--- src/rtl/fifo_pkg.sv ---
// Shared types and constants for the FIFO read-side stream adapter.
// Pointer type and wrap helper for the 3-entry output buffer.
package fifo_pkg;

  localparam int DATA_WIDTH   = 8;
  localparam int RD_BUF_DEPTH = 3;

  typedef logic [1:0] ptr_t;

  function automatic ptr_t ptr_wrap_inc(input ptr_t p);
    return (p == ptr_t'(RD_BUF_DEPTH - 1)) ? ptr_t'(0) : p + ptr_t'(1);
  endfunction

endpackage

--- src/rtl/fifo_rd_stream_if.sv ---
// Consumer-side valid/ready stream of the FIFO read adapter.
// master drives the stream, slave is the consumer.
interface fifo_rd_stream_if
  import fifo_pkg::*;
#(
  parameter int W = DATA_WIDTH
);

  logic         out_valid;
  logic         out_ready;
  logic [W-1:0] out_data;
  logic [1:0]   level;

  modport master (
    output out_valid,
    output out_data,
    output level,
    input  out_ready
  );

  modport slave (
    input  out_valid,
    input  out_data,
    input  level,
    output out_ready
  );

endinterface

--- src/rtl/rd_skid_buffer.sv ---
// 3-entry circular buffer with pointers, count and flush.
// Storage is not reset; only pointers and count are.
module rd_skid_buffer
  import fifo_pkg::*;
#(
  parameter int W = DATA_WIDTH
) (
  input  logic         clk,
  input  logic         rst,
  input  logic         flush,
  input  logic         push,
  input  logic [W-1:0] din,
  input  logic         pop,
  output logic [W-1:0] dout,
  output logic [1:0]   cnt
);

  logic [W-1:0] mem_q [RD_BUF_DEPTH];
  ptr_t         wp_q, wp_d;
  ptr_t         rp_q, rp_d;
  logic [1:0]   cnt_q, cnt_d;

  // Next pointers and count; flush wins over push and pop.
  always_comb begin
    wp_d  = wp_q;
    rp_d  = rp_q;
    cnt_d = cnt_q;
    if (flush) begin
      wp_d  = '0;
      rp_d  = '0;
      cnt_d = '0;
    end else begin
      if (push) wp_d = ptr_wrap_inc(wp_q);
      if (pop)  rp_d = ptr_wrap_inc(rp_q);
      unique case ({push, pop})
        2'b10:   cnt_d = cnt_q + 2'd1;
        2'b01:   cnt_d = cnt_q - 2'd1;
        default: cnt_d = cnt_q;
      endcase
    end
  end

  // Pointer and count registers.
  always_ff @(posedge clk or posedge rst) begin
    if (rst) begin
      wp_q  <= '0;
      rp_q  <= '0;
      cnt_q <= '0;
    end else begin
      wp_q  <= wp_d;
      rp_q  <= rp_d;
      cnt_q <= cnt_d;
    end
  end

  // Word storage; a capture landing on a flush edge is dropped.
  always_ff @(posedge clk) begin
    if (push && !flush) mem_q[wp_q] <= din;
  end

  assign dout = mem_q[rp_q];
  assign cnt  = cnt_q;

endmodule

--- src/rtl/fifo_rd_stream.sv ---
// Read-side adapter: FIFO read port to first-word-fall-through stream.
// Issues reads only from registered state, so no out_ready->rinc path.
module fifo_rd_stream
  import fifo_pkg::*;
#(
  parameter int DATA_WIDTH = fifo_pkg::DATA_WIDTH
) (
  input  logic                  clk,
  input  logic                  rst,
  input  logic                  empty,
  input  logic [DATA_WIDTH-1:0] rdata,
  output logic                  rinc,
  input  logic                  flush,
  fifo_rd_stream_if.master      s
);

  logic                  inflight_q, inflight_d;
  logic [2:0]            occ;
  logic [1:0]            cnt;
  logic                  pop;
  logic [DATA_WIDTH-1:0] dout;

  // Read request: room must exist for the word already in flight.
  always_comb begin
    occ        = {1'b0, cnt} + {2'b00, inflight_q};
    rinc       = ~empty & ~flush & ~rst
               & (occ < 3'(RD_BUF_DEPTH));
    inflight_d = rinc;
  end

  // A read issued this cycle returns data next cycle.
  always_ff @(posedge clk or posedge rst) begin
    if (rst) inflight_q <= 1'b0;
    else     inflight_q <= inflight_d;
  end

  assign s.out_valid = (cnt != 2'd0) & ~flush;
  assign s.out_data  = dout;
  assign s.level     = cnt;
  assign pop         = s.out_valid & s.out_ready;

  rd_skid_buffer #(
    .W (DATA_WIDTH)
  ) u_buf (
    .clk   (clk),
    .rst   (rst),
    .flush (flush),
    .push  (inflight_q),
    .din   (rdata),
    .pop   (pop),
    .dout  (dout),
    .cnt   (cnt)
  );

endmodule

--- src/flat_wrapper.sv ---
// flat-port wrapper written by rule: the top's interface ports become plain ports
module fifo_rd_stream_flat import fifo_pkg::*;
#(
  parameter int DATA_WIDTH = fifo_pkg::DATA_WIDTH
)
  (clk, rst, empty, rdata, rinc, flush, s_out_valid, s_out_data, s_level, s_out_ready);
  fifo_rd_stream_if #(.W(8)) s_i ();
  input  logic clk;
  input  logic rst;
  input  logic empty;
  input  logic [DATA_WIDTH-1:0] rdata;
  output logic rinc;
  input  logic flush;
  output wire logic [$bits(s_i.out_valid)-1:0] s_out_valid;
  output wire logic [$bits(s_i.out_data)-1:0] s_out_data;
  output wire logic [$bits(s_i.level)-1:0] s_level;
  input wire logic [$bits(s_i.out_ready)-1:0] s_out_ready;
  assign s_out_valid = s_i.out_valid;
  assign s_out_data = s_i.out_data;
  assign s_level = s_i.level;
  assign s_i.out_ready = s_out_ready;
  fifo_rd_stream #(.DATA_WIDTH(DATA_WIDTH)) u_core (.clk(clk), .rst(rst), .empty(empty), .rdata(rdata), .rinc(rinc), .flush(flush), .s(s_i));
endmodule
--- config.mk ---
export PLATFORM = sky130hd
export DESIGN_NAME = fifo_rd_stream_flat
export DESIGN_NICKNAME = d
export VERILOG_FILES = /design/src/rtl/fifo_pkg.sv /design/src/rtl/fifo_rd_stream_if.sv /design/src/rtl/rd_skid_buffer.sv /design/src/rtl/fifo_rd_stream.sv /design/src/flat_wrapper.sv
export SDC_FILE = /design/constraint.sdc
export NUM_CORES = 1
export LEC_CHECK = 0
export ABC_CLOCK_PERIOD_IN_PS = 1800
export CORE_MARGIN = 2
export CORE_UTILIZATION = 45
export DETAILED_ROUTE_END_ITERATION = 6
export PLACE_DENSITY = 0.74
export SYNTH_ARGS = -nofsm -noshare
export SYNTH_HDL_FRONTEND = slang
export SYNTH_SLANG_ARGS = --single-unit
--- constraint.sdc ---
create_clock -name clk -period 1.8 [get_ports clk]
set_input_delay 0.36 -clock clk [delete_from_list [all_inputs] [get_ports clk]]
set_output_delay 0.36 -clock clk [all_outputs]
set_load 0.01 [all_outputs]
### Word-level counts from Yosys, hierarchy flattened

Memories as Yosys holds them, arrays and structs flattened.
Index checks and enable logic that the tools add are counted.
Widths: inputs -> output; s select.

| cells by class | value |
|---|---|
| add/sub/neg operators | 5 |
| magnitude comparators | 1 |
| equal/unequal tests | 4 |
| mux-type cells | 10 |
| bitwise gates (word level) | 8 |
| reduce and logical (&&, ||, !) cells | 6 |

Operators with widths:

| cell | number |
|---|---|
| $mux 2 | 7 |
| $add 2x1->2 const B | 3 |
| $eq 2x2->1 const B | 3 |
| $reduce_bool 2->1 | 3 |
| $and 1x1->1 | 5 |
| $pmux 2 s2 | 1 |
| $add 2x1->3 | 1 |
| $lt 3x2->1 const B | 1 |
| $not 1->1 | 3 |
| $reduce_bool 3->1 | 1 |
| $eq 2x1->1 const B | 1 |
| $mux 1 | 2 |
| $sub 2x1->2 const B | 1 |
| $logic_and 1x1->1 | 1 |
| $logic_not 1->1 | 1 |

| word-level totals | value |
|---|---|
| flip-flop bits (word level) | 7 |
| memory bits (writable) | 24 |
| word-level logic and storage cells | 39 |
| memories kept | 1 |

Memories:

| memory | words | bits a word | rd ports | clocked after Yosys merged registers in | write ports | RTL line | RTL |
|---|---|---|---|---|---|---|---|
| u_core.u_buf.mem_q | 3 | 8 | 1 | 0 | 1 | rd_skid_buffer.sv:18 | `logic [W-1:0] mem_q [RD_BUF_DEPTH];` |

### Logic depth before layout (Yosys ltp)

| depth | value |
|---|---|
| word-level depth | 6 |
| depth in mapped cells | 4 |
| mapped depth without buffers | 4 |

### By module

Synthesis repeated with hierarchy kept, for this count alone.

| unflattened totals | value |
|---|---|
| cells, all modules | 93 |
| area, all modules | 1283.7 µm² |

By module, submodules not included:

| module | instances | cells an instance | area an instance (µm²) | sequential area each (µm²) |
|---|---|---|---|---|
| rd_skid_buffer | 1 | 84 | 1202.4 | 870.8 |
| fifo_rd_stream | 1 | 9 | 81.3 | 25.0 |

### Worst setup path before layout

Ideal clock, no wire load.

| timing | value |
|---|---|
| path type | reg-to-output |
| start point | register u_core.u_buf.cnt_q[0], in the netlist u_core.u_buf.cnt[0] |
| end point | output rinc |
| arrival time | 1446 ps |
| data required time | 1440 ps |
| setup slack | -6 ps |
| cell stages (with the launch flop) | 5 |
| path buffers | 0 |
| cells stage by stage | dfrtp_1 > ha_1 > ha_1 > or4_1 > a21oi_1 |

| between the ends | value |
|---|---|
| word-level cells in the longest chain between the ends | 3 |

Ends and longest elaborated chain:

| what | RTL line | RTL |
|---|---|---|
| from (decl) | rd_skid_buffer.sv:21 | `logic [1:0] cnt_q, cnt_d;` |
| from (signal assigned) | rd_skid_buffer.sv:52 | `cnt_q <= cnt_d;` |
| $add 2x1->3 | fifo_rd_stream.sv:25 | `occ = {1'b0, cnt} + {2'b00, inflight_q};` |
| $lt 3x2->1 | fifo_rd_stream.sv:27 | `& (occ < 3'(RD_BUF_DEPTH));` |
| $and 1x1->1 | fifo_rd_stream.sv:27 |  |
| to (decl) | flat_wrapper.sv:12 | `output logic rinc;` |

Every way passes these cells.

### Worst setup path in the final report

| timing | value |
|---|---|
| start point | register u_core.inflight_q |
| end point | output rinc |

| between the ends | value |
|---|---|
| word-level cells in the longest chain between the ends | 3 |

Ends and longest elaborated chain:

| what | RTL line | RTL |
|---|---|---|
| from (decl) | fifo_rd_stream.sv:17 | `logic inflight_q, inflight_d;` |
| from (signal assigned) | fifo_rd_stream.sv:34 | `else inflight_q <= inflight_d;` |
| $add 2x1->3 | fifo_rd_stream.sv:25 |  |
| $lt 3x2->1 | fifo_rd_stream.sv:27 |  |
| $and 1x1->1 | fifo_rd_stream.sv:27 |  |

Every way passes these cells.

==> key figures <==
Setup path
  – Worst R2R End: u_core.inflight_q
  – Reg2reg path depth: 5
  – Worst-path maximum fanout: 2
  – Arrival time at the worst endpoint: 1.75 ns
  – Endpoint class of the critical path: output port
  – Classification of the worst setup path: reg2out
  – Worst setup path endpoint: rinc
  – Worst Path Required: 1.44 ns
  – Slack of the worst reg-to-reg path: 0.32 ns
  – Launching element type of the critical path: flop
  – Reg2reg start: u_core.inflight_q
  – Launching instance or port of the critical path: u_core.inflight_q

Synth
  – Synthesized cell area: 1290 um2
  – Dominant cell type by area after synthesis: sky130_fd_sc_hd__edfxtp_1
  – Post-Syn Instances: between 90 and 100
  – Mapped Nets: 108
  – Synth top area share: between 50% and 60%
  – Distinct cells, synth: 24
  – Mean post-synth cell area: around 14 um2
  – Count of synthesis-stage warnings from yosys: 0
  – Yosys reg bits: 31
  – Largest cells by area after synthesis: sky130_fd_sc_hd__edfxtp_1 56%, sky130_fd_sc_hd__dfrtp_1 14%, sky130_fd_sc_hd__mux2i_1 7.8%, sky130_fd_sc_hd__o21ai_0 3.9%, sky130_fd_sc_hd__nand2_1 3.2%
  – Portion of the post-synthesis area used by sequential elements: 69.5%

STA
  – Crit path time final: 2.11 ns
  – Final Hold Fails: 0
  – Clk_skew: roughly 0.0080 ns
  – Count of endpoints failing setup in the final report: 1
  – Least-Margin Pin Slew: 0.280 ns
  – Maximum frequency from static timing analysis: 474 MHz
  – Sum of negative setup slack: -0.308 ns
  – Normalized max-slew margin: 81.3%
  – Share of the clock period used by the worst path: 117%
  – Minimum setup slack in the final design: -0.308 ns
  – RSZ-0062 raised after global routing: yes
  – Number of max-slew violations in the final report: 0

Placement
  – Routability cong.: 0.718
  – Total placed instance area: 1630 um2
  – Port bufs: 24
  – Detail Placement HPWL: 1740 um
  – Post-Place Worst Slack: -0.550 ns

Power and ir drop
  – Cell area power density: about 800 nW/um2
  – Switching power share of the total: 19.8%
  – Power spent charging and discharging nets: 277 uW
  – Clock network power share: 36.6%
  – Portion of total power attributed to combinational logic: under 10%
  – Static leakage: around 0.00067 uW
  – Peak ir drop on the vdd network: 0.978 mV
  – Cell-internal power: 1120 uW
  – Seq pwr share: 56.1%

Routing
  – DR WL/cell: 15.1 um
  – Vias after detailed routing: 875
  – Initial DRT Pass Iterations: 4
  – Detail Route Antenna Nets: 0
  – Number of DRC markers in iteration 0: 43
  – Total detailed-routing wirelength: 2570 um
  – Via density per instance: 5.15
  – Remaining DRCs: 0

Layout
  – Design area: 1770 um2
  – Antenna cell count: 0
  – Core Util, Final: 64.6%
  – Syn-to-layout area delta: 37.0%
  – Nets: 153
  – Share of post-route cells with drive strength above 1: roughly 29%

CTS
  – Number of H-tree levels: 2
  – TritonCTS clock tree: built
  – Root Buffer Master: sky130_fd_sc_hd__clkbuf_4
  – Number of buffers on the longest clock path: 2
  – Worst-Skew Late Latency: 0.32 ns
  – Num Clock Sinks: 31
  – Worst-path clk slew: ~0.10 ns
  – TritonCTS Buffers: 5

Floorplan
  – Die Y-Extent: 57.5 um
  – I/O pin count: 25
  – Die outline area: between 3000 and 4000 um2
  – Chip Width: 57.5 um
  – Starting utilization of the core area: between 40% and 50%
  – Area of the core region: 2730 um2
  – Standard-cell row count: 19

Min path
  – Tightest Hold Check Type: in2async

Global routing
  – Number of global-route vias before repair: 881
  – Overall routing resource usage: 17.0%
  – Total congestion overflow after global routing: 0
  – Antenna violations before repair: 0
  – First-pass GRT wire length: 4050 um
  – Largest net degree at the start of global routing: 11

Flow run
  – MaxCap Viol Count: 0

Run status
  – Violations in the final reports: setup timing
  – Result of the run: finished, violations left
power by group through the flow:
| stage | clock network [uW] | registers (uW) | logic (uW) |
|---|---|---|---|
| after floorplan | 0 | 802 | 36.4 |
| after global placement | 0 | 800 | 95.6 |
| after detailed placement | 0 | 801 | 100 |
| after CTS | 533 | 785 | 98.7 |
| after global routing | 559 | 786 | 110 |
| final | 513 | 785 | 101 |
flip-flops by register name, indices dropped and copies added, names as in the netlist:
register	cells
u_core.u_buf.mem_q	24
u_core.u_buf.cnt	2
u_core.u_buf.rp_q	2
u_core.u_buf.wp_q	2
u_core.inflight_q	1
stage by stage:
stage | power (uW) | instances | hold WS, ns
after floorplan | 838 | 93 | 0.163
after global placement | 896 | 155 | 0.557
after detailed placement | 901 | 155 | 0.579
after CTS | 1420 | 167 | 0.300
after global routing | 1460 | 170 | 0.309
final | 1400 | 170 | 0.298
cell families (layout without fill, tap and decap cells):
group,after synthesis,in the layout,share of synthesized area (%)
muxes,11,11,8.64
DFF,31,31,69.5
AOI/OAI and AO/OA,16,16,6.99
buffers and inverters,7,53,2.72
adders and majority gates,2,2,1.94
and+or+nand+nor,26,26,10.2
critical path, cell delays in order (launching register included):
cell	delay [ns]
sky130_fd_sc_hd__dfrtp_1	0.40
sky130_fd_sc_hd__ha_2	0.19
sky130_fd_sc_hd__ha_4	0.15
sky130_fd_sc_hd__or4_4	0.43
sky130_fd_sc_hd__a21oi_4	0.14
sky130_fd_sc_hd__buf_6	0.12
synth_stat cells:
| cell | n |
|---|---|
| sky130_fd_sc_hd__dfrtp_1 | 7 |
| sky130_fd_sc_hd__nand2_1 | 11 |
| sky130_fd_sc_hd__o21ai_0 | 10 |
| sky130_fd_sc_hd__clkbuf_1 | 2 |
| sky130_fd_sc_hd__or3_1 | 1 |
| sky130_fd_sc_hd__nor3_1 | 1 |
| sky130_fd_sc_hd__nand3b_1 | 1 |
| sky130_fd_sc_hd__or2_2 | 1 |
| sky130_fd_sc_hd__nor3b_1 | 2 |
| sky130_fd_sc_hd__buf_6 | 1 |
| sky130_fd_sc_hd__o21ai_1 | 1 |
| sky130_fd_sc_hd__and4_1 | 1 |
| sky130_fd_sc_hd__nand2b_1 | 1 |
| sky130_fd_sc_hd__a2111oi_2 | 1 |
| sky130_fd_sc_hd__or4_1 | 1 |
| sky130_fd_sc_hd__ha_1 | 2 |
| sky130_fd_sc_hd__inv_1 | 3 |
| sky130_fd_sc_hd__edfxtp_1 | 24 |
| sky130_fd_sc_hd__buf_2 | 1 |
| sky130_fd_sc_hd__a21oi_1 | 4 |
| sky130_fd_sc_hd__mux2i_1 | 10 |
| sky130_fd_sc_hd__or3b_1 | 1 |
| sky130_fd_sc_hd__nor2_1 | 5 |
| sky130_fd_sc_hd__mux2_2 | 1 |
final cells by class:
cell class | instances | area (um2)
clock buffers | 5 | 37.5
clock inverters | 3 | 38.8
fillers | 211 | 968
inverters | 3 | 11.3
multi-input cells | 55 | 388
flip-flops and latches | 31 | 897
well taps | 31 | 38.8
repair buffers | 42 | 354
placed cells by master (no fill, tap or decap), types with 2 or more instances in the layout:
cell type,instances
sky130_fd_sc_hd__a21oi_1,3
sky130_fd_sc_hd__buf_2,2
sky130_fd_sc_hd__buf_4,15
sky130_fd_sc_hd__buf_6,4
sky130_fd_sc_hd__clkbuf_2,5
sky130_fd_sc_hd__clkbuf_4,5
sky130_fd_sc_hd__clkdlybuf4s50_1,13
sky130_fd_sc_hd__dfrtp_1,6
sky130_fd_sc_hd__edfxtp_1,24
sky130_fd_sc_hd__inv_1,3
sky130_fd_sc_hd__mux2i_1,10
sky130_fd_sc_hd__nand2_1,11
sky130_fd_sc_hd__nor2_1,5
sky130_fd_sc_hd__nor3b_1,2
sky130_fd_sc_hd__o21ai_0,8
sky130_fd_sc_hd__o21ai_1,3
worst min-delay path by stage:
stage,from,to,slack (ns),cells past startpoint
floorplan,rst,u_core.inflight_q,0.16,1
global placement,u_core.inflight_q,u_core.inflight_q,0.56,2
detailed placement,u_core.u_buf.cnt[0],u_core.inflight_q,0.58,2
CTS,rst,u_core.inflight_q,0.30,2
global route,rst,u_core.inflight_q,0.31,2
finish,rst,u_core.inflight_q,0.30,2
routing by layer:
metal	GRT usage, %	share of wire (%)
met5	0	0
met4	6.98	0.97
met3	4.99	3.9
met2	28.9	53
met1	20.2	42
what timing repair did:
item,CTS,global route
buffers inserted,4,3
gates resized for setup,28,16
hold buffers,0,0
endpoints found under the hold margin,0,0
setup endpoints to repair,10,10
Power figures use the tool's default switching activity.
